$ cat src/rtl/ir_pkg.sv
// Shared definitions for the NEC IR decoder: FSM state encoding and pulse-width windows.
// Latency: n/a (package).
// Backpressure: n/a (package).
//
// All window limits are in microseconds and sized to the 14-bit phase counter.
package ir_pkg;

  localparam int PHASE_W = 14;

  typedef logic [PHASE_W-1:0] phase_t;

  localparam phase_t PHASE_SAT = 14'd16383;

  // Leader mark (9 ms nominal)
  localparam phase_t LEAD_MARK_MIN  = 14'd8000;
  localparam phase_t LEAD_MARK_MAX  = 14'd10000;
  // Leader space before data (4.5 ms nominal)
  localparam phase_t LEAD_SPACE_MIN = 14'd4000;
  localparam phase_t LEAD_SPACE_MAX = 14'd5000;
  // Leader space before a repeat mark (2.25 ms nominal)
  localparam phase_t REP_SPACE_MIN  = 14'd2000;
  localparam phase_t REP_SPACE_MAX  = 14'd2500;
  // Bit, stop and repeat marks (560 us nominal)
  localparam phase_t BIT_MARK_MIN   = 14'd400;
  localparam phase_t BIT_MARK_MAX   = 14'd700;
  // Space encoding a logic 0 (560 us nominal)
  localparam phase_t ZERO_SPACE_MIN = 14'd400;
  localparam phase_t ZERO_SPACE_MAX = 14'd700;
  // Space encoding a logic 1 (1690 us nominal)
  localparam phase_t ONE_SPACE_MIN  = 14'd1400;
  localparam phase_t ONE_SPACE_MAX  = 14'd1900;

  typedef enum logic [2:0] {
    IDLE,
    LEAD_MARK,
    LEAD_SPACE,
    BIT_MARK,
    BIT_SPACE,
    STOP_MARK,
    REP_MARK
  } ir_state_t;

  function automatic logic in_window(input phase_t v, input phase_t lo, input phase_t hi);
    return (v >= lo) && (v <= hi);
  endfunction

endpackage

$ cat src/rtl/us_tick_gen.sv
// Microsecond timebase: one-cycle tick every CLK_FREQ_HZ/1_000_000 clocks.
// Latency: tick is registered; first tick DIV cycles after reset release.
// Backpressure: none, free running.
//
// Ports:
//   clk_in   system clock
//   rst_in   synchronous active-low reset
//   tick_out one-cycle pulse per microsecond
module us_tick_gen #(
  parameter int CLK_FREQ_HZ = 74_250_000
) (
  input  logic clk_in,
  input  logic rst_in,
  output logic tick_out
);

  localparam int DIV_RAW = CLK_FREQ_HZ / 1_000_000;
  // Clocks below 1 MHz cannot resolve a microsecond; tick every cycle instead.
  localparam int DIV     = (DIV_RAW < 1) ? 1 : DIV_RAW;
  localparam int CW      = (DIV > 1) ? $clog2(DIV) : 1;
  localparam logic [CW-1:0] LAST = CW'(DIV - 1);

  logic [CW-1:0] div_cnt;

  always_ff @(posedge clk_in) begin
    if (!rst_in) begin
      div_cnt  <= '0;
      tick_out <= 1'b0;
    end else if (div_cnt == LAST) begin
      div_cnt  <= '0;
      tick_out <= 1'b1;
    end else begin
      div_cnt  <= div_cnt + 1'b1;
      tick_out <= 1'b0;
    end
  end

endmodule

$ cat src/rtl/nec_ir_decoder.sv
// NEC IR frame decoder: measures mark/space widths and decodes 32-bit frames and repeats.
// Latency: 3 cycles raw-to-edge, result pulses 1 cycle after the FSM sees the final edge.
// Backpressure: none; outputs are single-cycle pulses that must be captured when seen.
//
// Ports:
//   clk_in      system clock
//   rst_in      synchronous active-low reset
//   ir_raw_in   asynchronous demodulated receiver output
//   code_out    last accepted frame, first received bit in bit 31
//   valid_out   pulse when code_out updates
//   repeat_out  pulse on a well-formed repeat frame
//   error_out   pulse on a malformed or timed-out frame
//
// Build option: define NEC_CHECK_EN to reject frames whose command byte
// is not followed by its bitwise complement.
module nec_ir_decoder #(
  parameter int CLK_FREQ_HZ   = 74_250_000,
  parameter int IR_ACTIVE_LOW = 1
) (
  input  logic        clk_in,
  input  logic        rst_in,
  input  logic        ir_raw_in,
  output logic [31:0] code_out,
  output logic        valid_out,
  output logic        repeat_out,
  output logic        error_out
);

  import ir_pkg::*;

  // Receiver level when no carrier is present.
  localparam logic IDLE_LVL = (IR_ACTIVE_LOW != 0) ? 1'b1 : 1'b0;

  // ---------------------------------------------------------------
  // Synchronizer, polarity normalization and edge detection
  // ---------------------------------------------------------------
  logic sync1, sync2;
  logic mark_now, mark_q;
  logic rise_q, fall_q;

  assign mark_now = sync2 ^ IDLE_LVL;

  always_ff @(posedge clk_in) begin
    if (!rst_in) begin
      sync1  <= IDLE_LVL;
      sync2  <= IDLE_LVL;
      mark_q <= 1'b0;
      rise_q <= 1'b0;
      fall_q <= 1'b0;
    end else begin
      sync1  <= ir_raw_in;
      sync2  <= sync1;
      mark_q <= mark_now;
      rise_q <= mark_now & ~mark_q;
      fall_q <= ~mark_now & mark_q;
    end
  end

  // ---------------------------------------------------------------
  // Microsecond phase counter
  // ---------------------------------------------------------------
  logic   us_tick;
  phase_t phase_q;

  us_tick_gen #(
    .CLK_FREQ_HZ(CLK_FREQ_HZ)
  ) u_tick (
    .clk_in  (clk_in),
    .rst_in  (rst_in),
    .tick_out(us_tick)
  );

  // A tick landing on the edge cycle already belongs to the new phase, so
  // the counter reads whole microseconds elapsed since the last edge.
  always_ff @(posedge clk_in) begin
    if (!rst_in) begin
      phase_q <= '0;
    end else if (rise_q || fall_q) begin
      phase_q <= {{(PHASE_W-1){1'b0}}, us_tick};
    end else if (us_tick && (phase_q != PHASE_SAT)) begin
      phase_q <= phase_q + 1'b1;
    end
  end

  // ---------------------------------------------------------------
  // Frame checksum option
  // ---------------------------------------------------------------
  logic [31:0] shift_q, shift_d;
  logic        check_ok;

`ifdef NEC_CHECK_EN
  assign check_ok = (shift_q[15:8] == ~shift_q[7:0]);
`else
  assign check_ok = 1'b1;
`endif

  // ---------------------------------------------------------------
  // Frame FSM
  // ---------------------------------------------------------------
  ir_state_t state_q, state_d;
  logic [4:0] bit_q, bit_d;
  logic       fail, accept, rep_hit;

  always_ff @(posedge clk_in) begin
    if (!rst_in) begin
      state_q <= IDLE;
      bit_q   <= '0;
      shift_q <= '0;
    end else begin
      state_q <= state_d;
      bit_q   <= bit_d;
      shift_q <= shift_d;
    end
  end

  always_comb begin
    state_d = state_q;
    bit_d   = bit_q;
    shift_d = shift_q;
    fail    = 1'b0;
    accept  = 1'b0;
    rep_hit = 1'b0;

    // Each non-idle state ends on one edge type; absent that edge, a
    // counter beyond the state's window maximum aborts without waiting.
    case (state_q)
      IDLE: begin
        if (rise_q) state_d = LEAD_MARK;
      end

      LEAD_MARK: begin
        if (fall_q) begin
          if (in_window(phase_q, LEAD_MARK_MIN, LEAD_MARK_MAX)) state_d = LEAD_SPACE;
          else                                                  fail    = 1'b1;
        end else if (phase_q > LEAD_MARK_MAX) begin
          fail = 1'b1;
        end
      end

      LEAD_SPACE: begin
        if (rise_q) begin
          if (in_window(phase_q, LEAD_SPACE_MIN, LEAD_SPACE_MAX)) begin
            state_d = BIT_MARK;
            bit_d   = '0;
            shift_d = '0;
          end else if (in_window(phase_q, REP_SPACE_MIN, REP_SPACE_MAX)) begin
            state_d = REP_MARK;
          end else begin
            fail = 1'b1;
          end
        end else if (phase_q > LEAD_SPACE_MAX) begin
          fail = 1'b1;
        end
      end

      BIT_MARK: begin
        if (fall_q) begin
          if (in_window(phase_q, BIT_MARK_MIN, BIT_MARK_MAX)) state_d = BIT_SPACE;
          else                                                fail    = 1'b1;
        end else if (phase_q > BIT_MARK_MAX) begin
          fail = 1'b1;
        end
      end

      BIT_SPACE: begin
        if (rise_q) begin
          if (in_window(phase_q, ZERO_SPACE_MIN, ZERO_SPACE_MAX)) begin
            shift_d = {shift_q[30:0], 1'b0};
          end else if (in_window(phase_q, ONE_SPACE_MIN, ONE_SPACE_MAX)) begin
            shift_d = {shift_q[30:0], 1'b1};
          end else begin
            fail = 1'b1;
          end
          if (!fail) begin
            bit_d   = bit_q + 5'd1;
            state_d = (bit_q == 5'd31) ? STOP_MARK : BIT_MARK;
          end
        end else if (phase_q > ONE_SPACE_MAX) begin
          fail = 1'b1;
        end
      end

      STOP_MARK: begin
        if (fall_q) begin
          if (in_window(phase_q, BIT_MARK_MIN, BIT_MARK_MAX) && check_ok) begin
            accept  = 1'b1;
            state_d = IDLE;
          end else begin
            fail = 1'b1;
          end
        end else if (phase_q > BIT_MARK_MAX) begin
          fail = 1'b1;
        end
      end

      REP_MARK: begin
        if (fall_q) begin
          if (in_window(phase_q, BIT_MARK_MIN, BIT_MARK_MAX)) begin
            rep_hit = 1'b1;
            state_d = IDLE;
          end else begin
            fail = 1'b1;
          end
        end else if (phase_q > BIT_MARK_MAX) begin
          fail = 1'b1;
        end
      end

      default: state_d = IDLE;
    endcase

    // Any failure drops the partial frame; code_out keeps its last value.
    if (fail) begin
      state_d = IDLE;
      bit_d   = '0;
      shift_d = '0;
    end
  end

  // ---------------------------------------------------------------
  // Registered result pulses
  // ---------------------------------------------------------------
  always_ff @(posedge clk_in) begin
    if (!rst_in) begin
      code_out   <= '0;
      valid_out  <= 1'b0;
      repeat_out <= 1'b0;
      error_out  <= 1'b0;
    end else begin
      valid_out  <= accept;
      repeat_out <= rep_hit;
      error_out  <= fail;
      if (accept) code_out <= shift_q;
    end
  end

endmodule

$ cat config.mk
export PLATFORM = sky130hd
export DESIGN_NAME = nec_ir_decoder
export DESIGN_NICKNAME = d
export VERILOG_FILES = /design/src/rtl/ir_pkg.sv /design/src/rtl/us_tick_gen.sv /design/src/rtl/nec_ir_decoder.sv
export SDC_FILE = /design/constraint.sdc
export NUM_CORES = 1
export LEC_CHECK = 0
export CAP_MARGIN = 20
export CORE_UTILIZATION = 35
export CTS_CLUSTER_DIAMETER = 100
export CTS_CLUSTER_SIZE = 25
export DETAILED_ROUTE_END_ITERATION = 8
export DONT_BUFFER_PORTS = 1
export PLACE_DENSITY = 0.51
export SLEW_MARGIN = 0
export SYNTH_ARGS = -nofsm -noshare
export SYNTH_HDL_FRONTEND = slang
export SYNTH_SLANG_ARGS = --single-unit
$ cat constraint.sdc
create_clock -name clk_in -period 5.68 [get_ports clk_in]
set_input_delay 1.42 -clock clk_in [delete_from_list [all_inputs] [get_ports clk_in]]
set_output_delay 1.42 -clock clk_in [all_outputs]
set_load 0.01 [all_outputs]
### Word level (Yosys, flattened, before mapping)

Cells that the tools add are included.

* reductions and logical operators: 19
* $add $sub $neg: 3
* bitwise logic cells: 5
* $lt $le $gt $ge: 14
* mux-type cells: 48
* equal/unequal tests: 22

Operators by type and width (count)
* $mux 32: 5
* $pmux 32 s2: 1
* $mux 3: 13
* $ge 14x11->1 const B: 2
* $mux 1: 22
* $mux 5: 4
* $ne 2x2->1 const B: 9
* $pmux 3 s6: 1
* $add 14x1->14 const B: 1
* $ge 14x12->1 const B: 1
* $ge 14x13->1 const B: 1
* $ge 14x9->1 const B: 1
* $gt 14x10->1 const B: 1
* $gt 14x11->1 const B: 1
* $gt 14x13->1 const B: 1
* $gt 14x14->1 const B: 1
* $le 14x10->1 const B: 1
* $le 14x11->1 const B: 1
* $le 14x12->1 const B: 1
* $le 14x13->1 const B: 1
* $le 14x14->1 const B: 1
* $ne 14x14->1 const B: 1
* $reduce_and 11->1: 1
* $pmux 5 s2: 1
* 20 further kinds: 38

* word-level logic and storage cells: 127
* output and inout port bits: 35
* bits of input ports: 3
* register bits after elaboration: 102

### Depth between registers and ports, before layout

Gate-level depths: netlist (run 1).

* depth after elaboration: 9
* gate-level depth with buffers: 9
* mapped depth without buffers: 8

### Cells and area by module

Synthesis (run 1) repeated with hierarchy kept, for this count alone.

* cells, all modules: 554
* area, all modules: 4503.1 um^2

Modules (own cells, without submodules)
* nec_ir_decoder: area an instance 4180.3 um^2, sequential area each 1881.8 um^2, instances 1, cells an instance 519
* us_tick_gen: area an instance 322.8 um^2, sequential area each 160.2 um^2, instances 1, cells an instance 35

### Worst setup path after synthesis (run 1)

Ideal clock, no wire load.

* kind: in2reg
* start point: input rst_in
* end point: register code_out[0]
* setup slack: 3.474 ns
* data arrival time: 2.079 ns
* data required time: 5.552 ns
* buffers on the path: 2
* setup time: 0.128 ns
* stages on the path: 4
* cells stage by stage: inv_1 -> clkbuf_1 -> clkbuf_1 -> nor2_1

RTL lines
* from (decl): line nec_ir_decoder.sv:21 `input logic rst_in,`
* to (signal assigned): line nec_ir_decoder.sv:233 `if (accept) code_out <= shift_q;`
* to (decl): line nec_ir_decoder.sv:23 `output logic [31:0] code_out,`

No word-level cell between the ends.

### Final worst setup path (run 1)

* start point: register phase_q[0]
* end point: register bit_q[3]

* word-level cells in the longest chain between the ends: 9
* elaborated cells on any way between the ends: 40
* classes of those cells: 14 x order compare; 2 x eq/ne; 17 x mux; 7 x reduce/logical

RTL lines
* from (decl): line nec_ir_decoder.sv:63 `phase_t phase_q;`
* from (signal assigned): line nec_ir_decoder.sv:79 `phase_q <= {{(PHASE_W-1){1'b0}}, us_tick};`
* from (signal assigned): line nec_ir_decoder.sv:81 `phase_q <= phase_q + 1'b1;`
* $ge 14x11->1 / $le 14x11->1 (equally long branches): line ir_pkg.sv:44 `return (v >= lo) && (v <= hi);`
* $logic_and 1x1->1: line ir_pkg.sv:44
* $mux 1: line nec_ir_decoder.sv:169 `end else if (in_window(phase_q, ONE_SPACE_MIN, ONE_SPACE_MAX)) begin`
* $mux 1: line nec_ir_decoder.sv:167 `if (in_window(phase_q, ZERO_SPACE_MIN, ZERO_SPACE_MAX)) begin`
* $mux 1: line nec_ir_decoder.sv:166 `if (rise_q) begin`
* $mux 1: line nec_ir_decoder.sv:126 `case (state_q)`
* $mux 1: line nec_ir_decoder.sv:166
* $pmux 1 s4: line nec_ir_decoder.sv:126
* $reduce_or 2->1 (no source line)
* to (signal assigned): line nec_ir_decoder.sv:111 `bit_q <= bit_d;`
* to (decl): line nec_ir_decoder.sv:101 `logic [4:0] bit_q, bit_d;`

Parallel ways exist; a longest one is shown, timed or not. The select of a mux whose other input is x is not followed.
A chain may end at the register's enable or synchronous reset.

==> flow_summary.yaml, run 1 <==
clock_tree:
  clock-sinks: 102
  cts_made_buffers: 9
  cts_hold_buf: 0
  post_cts.repair.setup_buffers: 0
  clk_latency_ns: 0.35
  cts_buffer_depth: 2
  clkSlewWorstSetupHoldPaths_ns: 0.08
  cts_tree: "done"
  ctsResizeCount: 0
  root_buffer: "clkbuf_16"
  h-tree-depth: 3
setup_path:
  crit_buf_inv: 1
  worst_path_largest_cell_delay_ns: 0.52
  reg2reg_from: "phase_q[0]"
  crit_chain: "inv_1, ha_1, or3b_2, a211oi_2, o2bb2ai_1, a22oi_2, nand4_4, a311oi_1"
  crit_fanout: 40
  start_kind: "flop"
  crit_start: "phase_q[0]"
  arrival_ns: 3.13
  required_ns: 5.92
  critPathKind: "flop to flop"
  crit_family: "compound AO/OA/AOI/OAI gates"
  slowest_stage: "nand4_4"
  end_kind: "flop"
finish:
  nets: 490
  fill_cells: 1317
  antenna_cells: 0
  multi_input_area_um2: 2280
  layout-drive-gt1-share: 0.0802
  final-seq-area_um2: 2040
  area_growth_pct: 5.88
die:
  initial_core_util: 0.363
  die_w_um: 117
  dieHeight_um: 117
  die_area_um2: 13700
  rows: 41
  core_um2: 12700
  ios: 38
route:
  vias_per_cell: 5.24
  routedWlPerCell_um: 14.3
  antenna_left: 0
  wirelength_um: 9420
  firstDrtPassIters: 4
  vias: 3446
  drtIter0Drc: 161
  drc_errors: 0
timing:
  slew_violations: 0
  finalSetupViolCount: 0
  skew_ns: 0.0112
  worst_slew_pin_slew_ns: 1.01
  min_period_ns: 2.89
  relSlewSlack: 0.328
  tns_ns: 0
  finalHoldViolations: 0
  finalCritPeriodShare: 0.509
  fmax_mhz: 346
  rsz0062_at_grt: "no"
global_route:
  grt_pass1_vias: 3105
  grt_pass1_wl_um: 15400
  grt_remaining_overflow: 0
  grt_usage: 0.145
  grt_start_max_net_pins: 41
  antenna_found_initial: 0
synthesis:
  synth.most_common_cell: "dfxtp_1"
  yosysSeqAreaShare: 0.442
  syn_area_per_cell_um2: 9.07
  synth_seq_cells: 102
  yosysTopAreaCell: "dfxtp_1"
  synthMuxAreaShare: 0.0737
  yosysUniqueCellTypes: 64
  syn_inst: 509
  synth_edf_count: 0
  synth_fa_ha_area_frac: 0.0163
  syn-num-nets: 518
  synthArstFlopShare: 0
  syn_area_um2: 4620
  yosysWarnings: 0
  yosysTopAreaCellShare: 0.442
  synth_ff_type: "dfxtp_1"
  synth_compound_area_frac: 0.146
  synth_top_family_by_area: "simple AND/OR/NAND/NOR gates"
  yosys-top-cells-area: "dfxtp_1 44%, mux2i_1 7.4%, nor2_1 5.1%"
  synth_common_cells: "102 x dfxtp_1, 63 x nor2_1, 50 x nand2_1, 42 x nand3_1, 41 x a21oi_1"
  synth_xor_area_frac: 0.0342
  yosys.area_share.simple: 0.224
placed_design:
  hpwl_um: 6070
  io_buffers: 0
  finalWeightedCongestion: 0.815
power:
  power_leakage_nw: 1.89
  p_per_area_nw_per_um2: 301
  ir_worst_vdd_mv: 0.137
  power_mw: 1.47
run:
  max_cap_violations: 0
hold_path:
  hp-class: "flop to flop"
  min_from: "mark_q"
run_status:
  run_status: "completed"
==> layer usage <==
| metal | vias to the layer above | track usage | wire [um] |
|---|---|---|---|
| met4 | 0 | 0.0591 | 142 |
| li1 | 1733 | - | - |
| met3 | 10 | 0.0350 | 506 |
| met5 | - | 0 | 0 |
| met1 | 1633 | 0.199 | 4570 |
| met2 | 70 | 0.219 | 4200 |
==> kinds of logic after synthesis <==
group | after synthesis
flops | 102
simple gates | 211
fa+ha+maj | 6
xor+xnor | 18
mux | 34
compound gates | 90
buf+inv | 48
==> where the power goes <==
| group | internal, mW | switching (mW) |
|---|---|---|
| registers | 0.723 | 0.0226 |
| clock network | 0.317 | 0.313 |
| logic | 0.0375 | 0.0586 |
| total | 1.08 | 0.394 |
==> cells in the final DEF, fill, tap and decap left out, types with 2 or more instances in the layout <==
cell	Yosys	final
dfxtp_1	102	102
nor2_1	63	63
nand2_1	50	50
nand3_1	42	42
a21oi_1	41	41
mux2i_1	34	34
xor2_1	9	9
xnor2_1	9	9
clkbuf_16	0	9
inv_1	8	8
nor3_1	7	7
and3_1	7	7
nand4_1	7	7
ha_1	6	6
o21ai_0	5	5
nand2b_1	5	5
or2_2	5	5
nor4_1	4	4
a31oi_1	4	4
or3_1	5	4
a41oi_1	4	4
a311oi_1	4	4
a211oi_2	3	3
o21a_1	3	3
and2_1	2	2
a211oi_1	2	2
a21o_1	2	2
o211a_1	2	2
o31ai_1	2	2
nor3b_1	2	2
o2111ai_1	2	2
clkinv_8	0	2
clkinv_4	0	2
==> final timing paths <==
path,to,slack [ns],depth (start not counted)
max,bit_q[3],2.79,8
min,rise_q,0.41,1
max reg2reg,bit_q[3],2.79,8
min reg2reg,rise_q,0.41,1
==> registers in the layout, indices dropped and copies added, names as in the netlist <==
signal	count
mark_q	1
fall_q	1
rise_q	1
shift_q	32
state_q	3
error_out	1
u_tick.div_cnt	7
sync1	1
sync2	1
u_tick.tick_out	1
bit_q	5
code_out	32
valid_out	1
repeat_out	1
phase_q	14
==> final cells by class <==
| cell class | count | area share |
|---|---|---|
| Clock buffer | 9 | 0.0461 |
| Clock inverter | 7 | 0.0177 |
| Inverter | 8 | 0.00614 |
| Multi-Input combinational cell | 359 | 0.467 |
| Sequential cell | 102 | 0.418 |
| Tap cell | 172 | 0.0440 |
| Timing Repair Buffer | 1 | 0.00154 |
==> stage by stage <==
step | worst slack [ns] | instance area, um^2 | cells | util | hold slack (ns)
floorplan | 3.47 | 4620 | 509 | - | 0.384
global placement | 2.82 | 4580 | 642 | 0.360 | 0.390
detailed placement | 2.82 | 4580 | 642 | 0.360 | 0.401
CTS | 2.78 | 4890 | 658 | 0.384 | 0.413
global route | 2.59 | 4890 | 658 | 0.384 | 0.426
finish | 2.79 | 4890 | 658 | 0.384 | 0.410
(Power assumes the default switching activity.)
==> run 2: changes to the inputs <==
- PLACE_DENSITY: 0.51 -> 0.53
- clock period: 5.68 -> 2.55 ns (I/O delays scaled with it)
==> flow_summary.yaml, run 2 (synthesized netlist as in run 1, its figures left out) <==
timing:
  skew_ns: 0.00982
  finalHoldViolations: 0
  rsz0062_at_grt: "yes"
  fmax_mhz: 416
  finalCritPeriodShare: 0.942
  min_period_ns: 2.40
  tns_ns: 0
  worst_slew_pin_slew_ns: 0.607
  relSlewSlack: 0.591
  finalSetupViolCount: 0
  slew_violations: 0
setup_path:
  start_kind: "flop"
  r2r-end: "shift_q[20]"
  slowest_stage: "or3b_2"
  end_kind: "flop"
  reg2reg_from: "phase_q[0]"
  required_ns: 2.83
  crit_start: "phase_q[0]"
  critPathKind: "flop to flop"
  critPathCapture: "shift_q[20]"
  rr_worst_depth: 9
  crit_family: "compound AO/OA/AOI/OAI gates"
  ff2ff_setup_slack_ns: 0.15
  crit_chain: "inv_1, ha_2, or3b_2, a211oi_4, o2bb2ai_1, a22oi_2, nand4_4, buf_6, a21oi_1"
  worst_path_largest_cell_delay_ns: 0.49
  arrival_ns: 2.69
  crit_fanout: 17
  path_depth: 9
  crit_buf_inv: 2
hold_path:
  hp-class: "input pin to flop"
route:
  drc_errors: 0
  firstDrtPassIters: 4
  vias: 3549
  vias_per_cell: 5.19
  routedWlPerCell_um: 14.8
  antenna_left: 0
  drtIter0Drc: 213
  wirelength_um: 10100
die:
  die_w_um: 117
  die_area_um2: 13700
  rows: 41
  core_um2: 12700
  initial_core_util: 0.363
  ios: 38
  dieHeight_um: 117
finish:
  antenna_cells: 0
  layout-drive-gt1-share: 0.135
  nets: 516
  final_cell_mix: "101 x dfxtp_1, 63 x nor2_1, 50 x nand2_1, 42 x nand3_1, 41 x a21oi_1"
  final_common_cell: "dfxtp_1"
  final_cells: 684
  area_growth_pct: 12.2
  fill_cells: 1299
  top_regs: "code_out: 32 flops, shift_q: 32 flops, phase_q: 14 flops"
power:
  ir_worst_vdd_mv: 0.273
  power_leakage_nw: 2.04
  p_per_area_nw_per_um2: 649
placed_design:
  io_buffers: 0
  hpwl_um: 6530
  finalWeightedCongestion: 0.809
  dp_cells: 663
global_route:
  grt_pass1_wl_um: 16700
  grt_remaining_overflow: 0
  antenna_found_initial: 0
  gr-usage-met2: 0.236
  grt_usage: 0.157
  grt_pass1_vias: 3315
  grt_start_max_net_pins: 35
  met1_usage: 0.214
  grt_busiest_layer: "met2"
  use_met3: 0.0371
clock_tree:
  root_buffer: "clkbuf_16"
  cts_made_buffers: 9
  clk_latency_ns: 0.35
  cts_tree: "done"
  clkSlewWorstSetupHoldPaths_ns: 0.08
  cts_hold_buf: 0
  cts_buffer_depth: 2
  h-tree-depth: 3
  clock-sinks: 102
run:
  max_cap_violations: 0
run_status:
  run_status: "completed"
==> run 2: changes by cell type in the layout (fill, tap and decap cells not counted), sizes merged <==
| cell | before | now |
|---|---|---|
| buf | 1 | 26 |
| clkinv | 4 | 2 |
| inv | 11 | 13 |
| o2111ai | 3 | 4 |
==> run 2: worst min-delay path by stage <==
stage / startpoint / end / slack, ns / depth (start not counted)
2_1_floorplan: mark_q / rise_q / 0.38 / 1
3_3_place_gp: mark_q / rise_q / 0.39 / 1
3_5_place_dp: mark_q / rise_q / 0.40 / 1
4_1_cts: rst_in / sync2 / 0.35 / 1
5_1_grt: rst_in / sync2 / 0.34 / 1
6_report: rst_in / sync2 / 0.36 / 1
==> run 2: worst reg2reg max path, stage by stage (launching register included) <==
cell       delay, ns
dfxtp_1         0.34
inv_1           0.10
ha_2            0.22
or3b_2          0.49
a211oi_4        0.25
o2bb2ai_1       0.10
a22oi_2         0.29
nand4_4         0.20
buf_6           0.21
a21oi_1         0.14
==> run 2: metrics by stage <==
stage               instance area [um^2]  setup slack, ns  power [mW]   util  hold WS [ns]
finish                              5180            0.148        3.36  0.407         0.359
global route                        5180         -0.00371        3.50  0.407         0.344
CTS                                 5100          0.00462        3.38  0.401         0.348
detailed placement                  4760          -0.0176        1.93  0.374         0.404
global placement                    4760           0.0162        1.92  0.374         0.391
floorplan                           4620            0.384        1.88      -         0.384
==> run 2: metal layers <==
metal	vias up	part of all wire
met5	-	0
met4	0	0.016
met3	10	0.052
met2	65	0.45
met1	1683	0.48
li1	1791	-
==> run 2: area by class of cell <==
type	count	area (um^2)	area share
well taps	172	215	0.0415
clock buffers	9	225	0.0435
repair buffers	26	244	0.0471
inverters	8	30.0	0.00580
multi-input cells	360	2330	0.450
flip-flops and latches	102	2040	0.394
clock inverters	7	91.3	0.0176
==> run 2: where the power goes <==
part	total [mW]	leakage [nW]	switching [mW]	internal, mW
registers	1.66	0.823	0.0504	1.61
clock network	1.44	0.155	0.723	0.718
logic	0.260	1.06	0.147	0.113
total	3.36	2.04	0.920	2.44
==> run 2: repair_timing <==
| item | in CTS | in global routing |
|---|---|---|
| pin swaps | 2 | 7 |
| setup endpoints to repair | 21 | 44 |
| buffers inserted | 0 | 4 |
| cloned | 1 | 0 |
| gates resized for setup | 1 | 9 |
==> run 3: changes to the inputs <==
- ABC_CLOCK_PERIOD_IN_PS: default -> 2550
- CORE_MARGIN: default -> 3
==> flow_summary.yaml, run 3 (synthesized netlist as in run 1, its figures left out) <==
run_status:
  run_status: "completed"
global_route:
  grt_start_max_net_pins: 35
  grt_pass1_vias: 3394
  grt_usage: 0.144
  grt_remaining_overflow: 0
  grt_pass1_wl_um: 17000
  antenna_found_initial: 0
clock_tree:
  clock-sinks: 102
  h-tree-depth: 3
  clkSlewWorstSetupHoldPaths_ns: 0.07
  clk_latency_ns: 0.35
  cts_tree: "done"
  cts_buffer_depth: 2
  cts_made_buffers: 9
  root_buffer: "clkbuf_16"
finish:
  final_cells: 682
  final-seq-area_um2: 2040
  nets: 514
  fill_cells: 1254
  layout-drive-gt1-share: 0.127
  multi_input_area_um2: 2320
  antenna_cells: 0
  final_cell_mix: "100 x dfxtp_1, 63 x nor2_1, 50 x nand2_1, 42 x nand3_1, 41 x a21oi_1"
  area_growth_pct: 11.4
  top_regs: "code_out: 32 flops, shift_q: 32 flops, phase_q: 14 flops"
  final_common_cell: "dfxtp_1"
die:
  core_um2: 12800
  die_w_um: 121
  rows: 41
  initial_core_util: 0.361
  die_area_um2: 14600
  ios: 38
  dieHeight_um: 121
setup_path:
  slowest_stage: "o311a_1"
  worst_path_largest_cell_delay_ns: 0.40
  r2r-end: "bit_q[2]"
  arrival_ns: 2.65
  start_kind: "flop"
  crit_start: "phase_q[0]"
  crit_family: "compound AO/OA/AOI/OAI gates"
  crit_fanout: 6
  crit_buf_inv: 1
  reg2reg_from: "phase_q[0]"
  path_depth: 7
  critPathKind: "flop to flop"
  crit_chain: "inv_1, ha_1, o311a_1, and3_1, or2_2, a21o_1, a311oi_1"
  ff2ff_setup_slack_ns: 0.15
  end_kind: "flop"
  required_ns: 2.80
  rr_worst_depth: 7
timing:
  worst_slew_pin_slew_ns: 0.601
  min_period_ns: 2.40
  slew_violations: 0
  finalHoldViolations: 0
  tns_ns: 0
  skew_ns: 0.00812
  rsz0062_at_grt: "no"
  finalSetupViolCount: 0
  fmax_mhz: 417
  finalCritPeriodShare: 0.940
  fin_ws_ns: 0.152
  relSlewSlack: 0.596
route:
  drtIter0Drc: 253
  drc_errors: 0
  antenna_left: 0
  routedWlPerCell_um: 14.8
  vias: 3613
  wirelength_um: 10100
  vias_per_cell: 5.30
  firstDrtPassIters: 4
power:
  p_comb_frac: 0.071
  pwr-share-seq: 0.498
  swShare: 0.253
  pwr-share-clk: 0.431
  switchingPower_uw: 843
  p_per_area_nw_per_um2: 649
  power_leakage_nw: 2.03
  ir_worst_vdd_mv: 0.674
  p_int_mw: 2.49
hold_path:
  hp-class: "input pin to flop"
  min_from: "rst_in"
  min_path_cells: 1
  whs_endpoint: "sync2"
placed_design:
  io_buffers: 0
  hpwl_um: 6660
  dp_slack_ns: 0.0249
  finalWeightedCongestion: 0.924
  dp_cells: 664
run:
  max_cap_violations: 0
## run 3: cell types whose count changed in the layout (fill, tap and decap cells not counted), sizes merged
cell and change:
buf -2, bufinv +1, clkinv -1
## run 3: through the flow
step | power [mW] | cell area (um^2) | hold WS (ns) | utilization
detailed placement | 1.93 | 4770 | 0.401 | 0.373
finish | 3.34 | 5140 | 0.362 | 0.403
floorplan | 1.88 | 4620 | 0.384 | -
global route | 3.48 | 5140 | 0.351 | 0.403
CTS | 3.38 | 5100 | 0.351 | 0.399
global placement | 1.92 | 4770 | 0.396 | 0.373
## run 3: area by class of cell
type                            instances  share of cell area
Sequential cell                       102               0.398
Clock buffer                            9              0.0438
Multi-Input combinational cell        360               0.452
Clock inverter                          7              0.0163
Inverter                                8             0.00584
Tap cell                              172              0.0418
Timing Repair Buffer                   24              0.0431
## run 3: power by group through the flow
stage | clock (mW) | combinational, mW | sequential (mW)
finish | 1.44 | 0.237 | 1.66
CTS | 1.48 | 0.239 | 1.66
floorplan | 0 | 0.216 | 1.66
global route | 1.55 | 0.264 | 1.67
global placement | 0 | 0.226 | 1.70
detailed placement | 0 | 0.229 | 1.70
## run 3: worst reg2reg max path: stages (launching register included)
cell and delay (ns):
dfxtp_1 0.38, inv_1 0.08, ha_1 0.24, o311a_1 0.41
and3_1 0.28, or2_2 0.40, a21o_1 0.23, a311oi_1 0.28
## run 3: how the worst max path moves through the flow
stage,to,slack [ns]
6_report,bit_q[2],0.15
5_1_grt,shift_q[29],0.002
4_1_cts,shift_q[8],0.03
3_5_place_dp,shift_q[31],0.02
3_3_place_gp,shift_q[7],0.08
2_1_floorplan,bit_q[3],0.38
## run 3: per-layer routing
metal,track usage,share of wire,vias up
met2,0.224,0.46,55
met1,0.193,0.48,1757
met4,0.0467,0.013,0
met5,0,0,-
met3,0.0412,0.046,10
li1,-,-,1791
## run 3: what timing repair did
item                       CTS  global route
gates resized for setup      1             6
gates cloned                 1             0
setup buffers                0             1
pin swaps                    1             4
hold buffers                 0             0
setup endpoints to repair    2            36
